[src/rtl/mem_bus_arbiter_pkg.sv]
// Shared types and constants for the memory bus arbiter: FSM state encoding,
// bus beat struct and address/data masks.
package mem_bus_arbiter_pkg;

    typedef enum logic [1:0] {
        ARB_S_CPU  = 2'd0,
        ARB_S_DMA  = 2'd1,
        ARB_S_COOL = 2'd2
    } arb_state_t;

    localparam logic [15:0] ARB_BYTE_MASK      = 16'h00FF;
    localparam logic [15:0] ARB_WORD_ADDR_MASK = 16'hFFFE;

    typedef struct packed {
        logic [15:0] addr;
        logic [15:0] data;
        logic        bw;
        logic        mw;
    } arb_bus_t;

    // Terminal count for an 8-bit up-counter that must run n cycles.
    function automatic logic [7:0] arb_last(input int unsigned n);
        return 8'(n - 1);
    endfunction

endpackage

[src/rtl/mem_bus_arbiter_if.sv]
// Bus bundle between the CPU / DMA requesters, the arbiter and memory.
// master = arbiter view, slave = system (requesters + memory) view.
interface mem_bus_arbiter_if;
    logic [15:0] cpu_mab;
    logic [15:0] cpu_mdbout;
    logic        cpu_bw;
    logic        cpu_mw;
    logic        cpu_busreq;
    logic        cpu_ibound;
    logic        cpu_intack;
    logic        irq_pend;
    logic        dma_req;
    logic [15:0] dma_addr;
    logic [15:0] dma_dout;
    logic        dma_bw;
    logic        dma_mw;
    logic [15:0] MAB;
    logic [15:0] MDBout;
    logic        BW;
    logic        MW;
    logic        cpu_hold;
    logic        dma_ack;
    logic        dma_gnt;

    modport master (
        input  cpu_mab, cpu_mdbout, cpu_bw, cpu_mw, cpu_busreq, cpu_ibound,
               cpu_intack, irq_pend, dma_req, dma_addr, dma_dout, dma_bw, dma_mw,
        output MAB, MDBout, BW, MW, cpu_hold, dma_ack, dma_gnt
    );

    modport slave (
        output cpu_mab, cpu_mdbout, cpu_bw, cpu_mw, cpu_busreq, cpu_ibound,
               cpu_intack, irq_pend, dma_req, dma_addr, dma_dout, dma_bw, dma_mw,
        input  MAB, MDBout, BW, MW, cpu_hold, dma_ack, dma_gnt
    );
endinterface

[src/rtl/mem_bus_arbiter_bus_mux.sv]
// bus_mux_16: combinational CPU/DMA bus select. DMA word accesses are forced
// to even addresses; DMA write data is zeroed on reads and byte-masked on byte writes.
module bus_mux_16
    import mem_bus_arbiter_pkg::*;
(
    input  logic     i_sel_dma,
    input  logic     i_dma_req,
    input  arb_bus_t i_cpu,
    input  arb_bus_t i_dma,
    output arb_bus_t o_bus
);

    logic     w_dma_mw;
    arb_bus_t w_dma_bus;

    always_comb begin
        w_dma_mw       = i_dma.mw & i_dma_req;
        w_dma_bus.bw   = i_dma.bw;
        w_dma_bus.mw   = w_dma_mw;
        w_dma_bus.addr = i_dma.bw ? i_dma.addr : (i_dma.addr & ARB_WORD_ADDR_MASK);
        if (!w_dma_mw)
            w_dma_bus.data = 16'h0000;
        else if (i_dma.bw)
            w_dma_bus.data = i_dma.data & ARB_BYTE_MASK;
        else
            w_dma_bus.data = i_dma.data;
    end

    assign o_bus = i_sel_dma ? w_dma_bus : i_cpu;

endmodule

[src/rtl/mem_bus_arbiter.sv]
// CPU/DMA memory bus arbiter: DMA is granted only at instruction boundaries or
// idle CPU cycles, in bursts of at most BURST_MAX, with a CPU cool-down afterwards.
module mem_bus_arbiter
    import mem_bus_arbiter_pkg::*;
#(
    parameter int unsigned BURST_MAX   = 4,
    parameter int unsigned COOL_CYCLES = 1
) (
    input  logic               clk,
    input  logic               rst,
    mem_bus_arbiter_if.master  bus
);

    localparam logic [7:0] LP_BURST_LAST = arb_last(BURST_MAX);
    localparam logic [7:0] LP_COOL_LAST  = arb_last(COOL_CYCLES);

    arb_state_t r_state, w_state_nxt;
    logic [7:0] r_burst_cnt, w_burst_nxt;
    logic [7:0] r_cool_cnt, w_cool_nxt;
    logic       r_hold;
    logic       w_grant;
    logic       w_gnt;
    logic       w_ack;
    arb_bus_t   w_cpu_bus, w_dma_bus, w_out_bus;

    // DMA may only take the bus where the CPU's current access is its last or it has none.
    assign w_grant = bus.dma_req & ~bus.cpu_intack & ~bus.irq_pend
                   & (bus.cpu_ibound | ~bus.cpu_busreq);

    always_ff @(posedge clk or posedge rst) begin
        if (rst) begin
            r_state     <= ARB_S_CPU;
            r_burst_cnt <= 8'd0;
            r_cool_cnt  <= 8'd0;
            r_hold      <= 1'b0;
        end else begin
            r_state     <= w_state_nxt;
            r_burst_cnt <= w_burst_nxt;
            r_cool_cnt  <= w_cool_nxt;
            r_hold      <= (w_state_nxt == ARB_S_DMA);
        end
    end

    always_comb begin
        w_state_nxt = r_state;
        w_burst_nxt = r_burst_cnt;
        w_cool_nxt  = r_cool_cnt;
        case (r_state)
            ARB_S_CPU: begin
                if (w_grant) begin
                    w_state_nxt = ARB_S_DMA;
                    w_burst_nxt = 8'd0;
                end
            end
            ARB_S_DMA: begin
                // dma_req low wins over the burst limit: release without cool-down.
                if (!bus.dma_req) begin
                    w_state_nxt = ARB_S_CPU;
                end else begin
                    w_burst_nxt = r_burst_cnt + 8'd1;
                    if ((r_burst_cnt == LP_BURST_LAST) || bus.irq_pend) begin
                        w_state_nxt = ARB_S_COOL;
                        w_cool_nxt  = 8'd0;
                    end
                end
            end
            ARB_S_COOL: begin
                if (r_cool_cnt == LP_COOL_LAST)
                    w_state_nxt = ARB_S_CPU;
                else
                    w_cool_nxt = r_cool_cnt + 8'd1;
            end
            default: w_state_nxt = ARB_S_CPU;
        endcase
    end

    always_comb begin
        w_gnt = (r_state == ARB_S_DMA);
        w_ack = w_gnt & bus.dma_req;
    end

    assign w_cpu_bus = '{addr: bus.cpu_mab, data: bus.cpu_mdbout, bw: bus.cpu_bw, mw: bus.cpu_mw};
    assign w_dma_bus = '{addr: bus.dma_addr, data: bus.dma_dout, bw: bus.dma_bw, mw: bus.dma_mw};

    bus_mux_16 u_mux (
        .i_sel_dma (w_gnt),
        .i_dma_req (bus.dma_req),
        .i_cpu     (w_cpu_bus),
        .i_dma     (w_dma_bus),
        .o_bus     (w_out_bus)
    );

    assign bus.MAB      = w_out_bus.addr;
    assign bus.MDBout   = w_out_bus.data;
    assign bus.BW       = w_out_bus.bw;
    assign bus.MW       = w_out_bus.mw;
    assign bus.cpu_hold = r_hold;
    assign bus.dma_gnt  = w_gnt;
    assign bus.dma_ack  = w_ack;

endmodule

[src/flat_wrapper.sv]
// flat-port wrapper written by rule: the top's interface ports become plain ports
module mem_bus_arbiter_flat import mem_bus_arbiter_pkg::*;
#(
    parameter int unsigned BURST_MAX   = 4,
    parameter int unsigned COOL_CYCLES = 1
)
  (clk, rst, bus_cpu_mab, bus_cpu_mdbout, bus_cpu_bw, bus_cpu_mw, bus_cpu_busreq, bus_cpu_ibound, bus_cpu_intack, bus_irq_pend, bus_dma_req, bus_dma_addr, bus_dma_dout, bus_dma_bw, bus_dma_mw, bus_MAB, bus_MDBout, bus_BW, bus_MW, bus_cpu_hold, bus_dma_ack, bus_dma_gnt);
  mem_bus_arbiter_if bus_i ();
  input  logic clk;
  input  logic rst;
  input wire logic [$bits(bus_i.cpu_mab)-1:0] bus_cpu_mab;
  input wire logic [$bits(bus_i.cpu_mdbout)-1:0] bus_cpu_mdbout;
  input wire logic [$bits(bus_i.cpu_bw)-1:0] bus_cpu_bw;
  input wire logic [$bits(bus_i.cpu_mw)-1:0] bus_cpu_mw;
  input wire logic [$bits(bus_i.cpu_busreq)-1:0] bus_cpu_busreq;
  input wire logic [$bits(bus_i.cpu_ibound)-1:0] bus_cpu_ibound;
  input wire logic [$bits(bus_i.cpu_intack)-1:0] bus_cpu_intack;
  input wire logic [$bits(bus_i.irq_pend)-1:0] bus_irq_pend;
  input wire logic [$bits(bus_i.dma_req)-1:0] bus_dma_req;
  input wire logic [$bits(bus_i.dma_addr)-1:0] bus_dma_addr;
  input wire logic [$bits(bus_i.dma_dout)-1:0] bus_dma_dout;
  input wire logic [$bits(bus_i.dma_bw)-1:0] bus_dma_bw;
  input wire logic [$bits(bus_i.dma_mw)-1:0] bus_dma_mw;
  output wire logic [$bits(bus_i.MAB)-1:0] bus_MAB;
  output wire logic [$bits(bus_i.MDBout)-1:0] bus_MDBout;
  output wire logic [$bits(bus_i.BW)-1:0] bus_BW;
  output wire logic [$bits(bus_i.MW)-1:0] bus_MW;
  output wire logic [$bits(bus_i.cpu_hold)-1:0] bus_cpu_hold;
  output wire logic [$bits(bus_i.dma_ack)-1:0] bus_dma_ack;
  output wire logic [$bits(bus_i.dma_gnt)-1:0] bus_dma_gnt;
  assign bus_i.cpu_mab = bus_cpu_mab;
  assign bus_i.cpu_mdbout = bus_cpu_mdbout;
  assign bus_i.cpu_bw = bus_cpu_bw;
  assign bus_i.cpu_mw = bus_cpu_mw;
  assign bus_i.cpu_busreq = bus_cpu_busreq;
  assign bus_i.cpu_ibound = bus_cpu_ibound;
  assign bus_i.cpu_intack = bus_cpu_intack;
  assign bus_i.irq_pend = bus_irq_pend;
  assign bus_i.dma_req = bus_dma_req;
  assign bus_i.dma_addr = bus_dma_addr;
  assign bus_i.dma_dout = bus_dma_dout;
  assign bus_i.dma_bw = bus_dma_bw;
  assign bus_i.dma_mw = bus_dma_mw;
  assign bus_MAB = bus_i.MAB;
  assign bus_MDBout = bus_i.MDBout;
  assign bus_BW = bus_i.BW;
  assign bus_MW = bus_i.MW;
  assign bus_cpu_hold = bus_i.cpu_hold;
  assign bus_dma_ack = bus_i.dma_ack;
  assign bus_dma_gnt = bus_i.dma_gnt;
  mem_bus_arbiter #(.BURST_MAX(BURST_MAX), .COOL_CYCLES(COOL_CYCLES)) u_core (.clk(clk), .rst(rst), .bus(bus_i));
endmodule
[config.mk]
export PLATFORM = sky130hd
export DESIGN_NAME = mem_bus_arbiter_flat
export DESIGN_NICKNAME = d
export VERILOG_FILES = /design/src/rtl/mem_bus_arbiter_pkg.sv /design/src/rtl/mem_bus_arbiter_if.sv /design/src/rtl/mem_bus_arbiter_bus_mux.sv /design/src/rtl/mem_bus_arbiter.sv /design/src/flat_wrapper.sv
export SDC_FILE = /design/constraint.sdc
export NUM_CORES = 1
export LEC_CHECK = 0
export CELL_PAD_IN_SITES_DETAIL_PLACEMENT = 2
export CELL_PAD_IN_SITES_GLOBAL_PLACEMENT = 2
export CORE_ASPECT_RATIO = 1.25
export CORE_UTILIZATION = 17
export DETAILED_ROUTE_END_ITERATION = 10
export GPL_ROUTABILITY_DRIVEN = 0
export PLACE_DENSITY_LB_ADDON = 0.1
export SLEW_MARGIN = 30
export SYNTH_ARGS = -nofsm -noshare
export SYNTH_HDL_FRONTEND = slang
export SYNTH_SLANG_ARGS = --single-unit
[constraint.sdc]
create_clock -name clk -period 2.4 [get_ports clk]
set_input_delay 0.36 -clock clk [delete_from_list [all_inputs] [get_ports clk]]
set_output_delay 0.36 -clock clk [all_outputs]
set_load 0.05 [all_outputs]
=== Yosys cells after proc, flatten, opt, wreduce, memory -nomap -nowiden ===
Index checks and enable logic that the tools add are counted.
Widths: inputs -> output; s select.

* Flip-flop bits (word level): 19
* Latch bits: 0
* RAM bits: 0
* Bits in read-only memories: 0
* Bits of input ports: 75
* Word-level logic and storage cells: 46
* Memories kept: 0

* Add/sub/neg operators: 2
* Multiply operators: 0
* Div/mod/pow operators: 0
* Order comparisons: 0
* Equality and inequality tests: 8
* Shift-type cells: 0
* Muxes and demuxes: 16
* Bitwise logic cells: 9
* Reduce and logical (&&, ||, !) cells: 7

{| class="wikitable"
|+ Operators by type and width
! cell !! count
|-
| $mux 8 || 5
|-
| $mux 34 || 1
|-
| $mux 16 || 2
|-
| $pmux 8 s2 || 2
|-
| $add 8x1->8 const B || 2
|-
| $eq 8x2->1 const B || 1
|-
| $logic_not 8->1 || 1
|-
| $mux 2 || 4
|-
| $pmux 2 s3 || 1
|-
| $and 1x1->1 || 5
|-
| $eq 2x1->1 const B || 2
|-
| $ne 2x1->1 const B || 2
|-
| $ne 2x2->1 const B || 2
|-
| $reduce_and 4->1 || 1
|-
| $reduce_bool 2->1 || 2
|-
| $not 1->1 || 3
|-
| $reduce_and 3->1 || 1
|-
| $eq 2x2->1 const B || 1
|-
| $logic_not 2->1 || 1
|-
| $logic_or 1x1->1 || 1
|-
| $mux 1 || 1
|-
| $or 1x1->1 || 1
|}

=== Depth between registers and ports, before layout ===
* Depth after elaboration: 7
* Gate-level depth with buffers: 10

=== Modules after synthesis ===
Synthesis repeated with hierarchy kept, for this count alone.

* Cell total of the unflattened synthesis: 183
* Area total of the unflattened synthesis: 1647.8 um2

{| class="wikitable"
|+ By module, submodules not included
! module !! times used !! cells an instance !! area an instance (um2) !! sequential area each (um2)
|-
| mem_bus_arbiter || 1 || 106 || 1092.3 || 475.5
|-
| bus_mux_16 || 1 || 77 || 555.5 || 0.0
|}

=== Least setup slack after synthesis ===
OpenSTA, ideal clock, no wires.

* Kind: reg2out
* Start: register u_core.r_state[1]
* End: output port bus_MDBout[10]
* Arrival: 1908 ps
* Path slack: 132 ps
* Cell stages (with the launch flop): 11
* Path buffers: 3
* Cell sequence: dfrtp_1 nand2b_1 buf_6 inv_4 nand2_4 inv_4 and2_4 buf_6 nor2b_4 buf_6 a22o_1

* Longest elaborated chain between the ends: 2

{| class="wikitable"
|+ Ends and longest elaborated chain
! item !! RTL line !! text
|-
| from (decl) || mem_bus_arbiter.sv:17 || <nowiki>arb_state_t r_state, w_state_nxt;</nowiki>
|-
| from (signal assigned) || mem_bus_arbiter.sv:37 || <nowiki>r_state <= w_state_nxt;</nowiki>
|-
| $eq 2x1->1 || mem_bus_arbiter.sv:78 || <nowiki>w_gnt = (r_state == ARB_S_DMA);</nowiki>
|-
| $mux 34 || mem_bus_arbiter_bus_mux.sv:29 || <nowiki>assign o_bus = i_sel_dma ? w_dma_bus : i_cpu;</nowiki>
|-
| to (decl) || flat_wrapper.sv:25 || <nowiki>output wire logic [$bits(bus_i.MDBout)-1:0] bus_MDBout;</nowiki>
|}

No other way between the ends.

=== Worst setup path after layout ===
* Start: register u_core.r_state[1]
* End: output port bus_MDBout[11]

Same word-level chain as after synthesis.

==> metrics.txt <==
Top Metal Used met4; final setup fails 0; CTS tree done; top-count cell post-synth nand2_1; Cell variety after synth 37; Setup Buffers After CTS 0; syn_nets 264; vias in the first global route 1,922; Layout Nets 375; Vias per Instance 4.62; FF+latch count, synth 19; DRT iter0 DRCs 43; r2r endpoint u_core.r_cool_cnt[7]; Post-synth EDFFs 0; crit path time final 2250 ps; top cells by area, synth dfrtp_1, nand2_1, a22o_1, mux2i_1, xor2_1; routed vias 1,814; total congestion overflow 0; required time worst endpoint 2040 ps; ANT nets after route 0; met3 WL 462 um; Setup crit end kind output pin; crit path kind flip-flop to output pin; Tot GR Track Use 15.3%; Initial Util 17.8%; layout cell share with drive strength beyond 1 18.2%; Syn Area/Cell 7.98 um2; cell accounting for the most synthesized area dfrtp_1; R2R Setup Slk 260 ps; Worst-Skew Late Latency 260 ps; hold slack 436 ps; final slew viol count 0; Async SR Flop Fraction 100%; Root Buffer clkbuf_8; Worst Tran Pin Value 655 ps; RSZ-0062 raised after global routing false; status finished, final reports clean; Mapped Area 0.00149 mm2; met2 wire length 3.02 mm; Fin. Hold Viols 0; Die W 85.6 um; part of the Yosys area used for sequential elements 32.0%; Final HPWL DP 5.58 mm; Diodes inserted 0; P_leak 1.39 nW; Reg-to-Reg Start u_core.r_burst_cnt[0]; first-pass GRT wire length 10.9 mm; Post-CTS Hold Buffers 0; number of port buffers 111; Clk pwr share 12.1%; Reg2Reg Depth 5; post-cts sizing count 0; clk_skew 7.17 ps; P_int 1.09 mW; Inst Count DP 389; met1 wire length 3.45 mm; H-tree depth 1; core area 0.00833 mm2; CTS buffer count 3; Synth top area share 32.0%; chip height 107 um; Finished Layout Cells 393; Clock Tree Buf Depth 2; Sw Share 42.7%; Max rail drop VDD 0.380 mV; CTS clk-pin slew, worst paths 80 ps; max_cap viols 0; Sink Count 19; initial antenna violation count 0; IO Count 112; critical-path maximum fanout 10; Syn Inst Count 186; drt pass-1 iters 3; FP Rows 37; Crit path arrival time 1890 ps; Synthesis Warnings 0; fmax 444 MHz; Die Footprint 0.00912 mm2; NetSw 0.814 mW; DRC Markers 0; final cycle utilization of the critical path 93.8%; Detailed Route WL 6.96 mm; post-DR wirelength/cell 17.7 um; Comb pwr share 61.0%; CP startpoint kind flip-flop; Seq pwr share 26.9%; commonest cells in the netlist nand2_1, dfrtp_1, a22o_1; Rel. slew slack 55.7%; top_reg_cell synth dfrtp_1; Power Density 614 mW/mm2; Min-Delay Path Class input pin to asynchronous set/reset pin; largest net degree at the start of global routing 36; Synth-to-Final Area Change 109%; Setup TNS 0 ps
layer usage:
layer | up-vias | global-route usage, %
met5 | - | 0
met2 | 80 | 24.6
met3 | 2 | 2.48
met1 | 864 | 21.6
met4 | 0 | 2.50
li1 | 868 | -
cell type report:
class	instances	area, um2
Clock buffer	3	41.3
Clock inverter	1	5.00
Fill cell	921	5220
Inverter	8	35.0
Multi-Input combinational cell	148	915
Sequential cell	19	475
Tap cell	97	121
Timing Repair Buffer	117	1520
logic make-up after synthesis:
family	synth area share (%)
xor gates and xnor gates	3.54
DFF	32.0
muxes	4.72
and+or+nand+nor	28.3
AOI/OAI and AO/OA	22.2
buffers and inverters	6.66
adders and majority gates	2.53
state kept, by name, indices dropped and copies added, names as in the netlist:
register,cells
u_core.bus.cpu_hold,1
u_core.r_burst_cnt,8
u_core.r_cool_cnt,8
u_core.r_state,2
how the worst max path moves through the flow:
stage / startpoint / end / slack (ps) / cells after the start
detailed placement: bus_dma_req / bus_MDBout[11] / 160 / 7
global route: u_core.r_state[1] / bus_MDBout[11] / 20 / 8
CTS: u_core.r_state[1] / bus_MDBout[11] / 110 / 8
floorplan: u_core.r_state[1] / bus_MDBout[10] / 130 / 10
finish: u_core.r_state[1] / bus_MDBout[11] / 150 / 8
global placement: bus_dma_req / bus_MDBout[14] / 200 / 7
through the flow:
stage	cell area (um2)	setup WS, ps	power [mW]	utilization [%]
floorplan	1490	132	1.10	-
global placement	3060	205	1.67	36.7
detailed placement	3060	155	1.70	36.7
CTS	3110	115	1.94	37.3
global route	3110	16.5	2.03	37.3
finish	3110	149	1.91	37.3
power by group through the flow:
stage                     Combinational [mW]  Sequential (mW)  Clock (mW)
after global routing                    1.24            0.534       0.253
after CTS                               1.18            0.516       0.242
after global placement                  1.15            0.515           0
final                                   1.16            0.514       0.231
after floorplan                        0.612            0.489           0
after detailed placement                1.18            0.520           0
cell usage in the layout (no fill, tap or decap), types with 6 or more instances in the layout:
cell             count
clkdlybuf4s50_1     75
nand2_1             53
buf_12              36
dfrtp_1             19
a22o_1              16
nand3_1             10
o21ai_0              7
mux2i_1              7
xor2_1               6
nor2_1               6
o21bai_1             6
inv_1                6
a211oi_1             6
buf_4                6
worst max-delay path: stages (launching register included):
cell and delay (ps):
dfrtp_1 410, nand2b_1 200, inv_4 80, nand2_4 50, inv_4 50, and2_4 200, nor2b_4 270, a22o_1 220
buf_12 150
No activity file was read; power rests on OpenSTA's default activity.
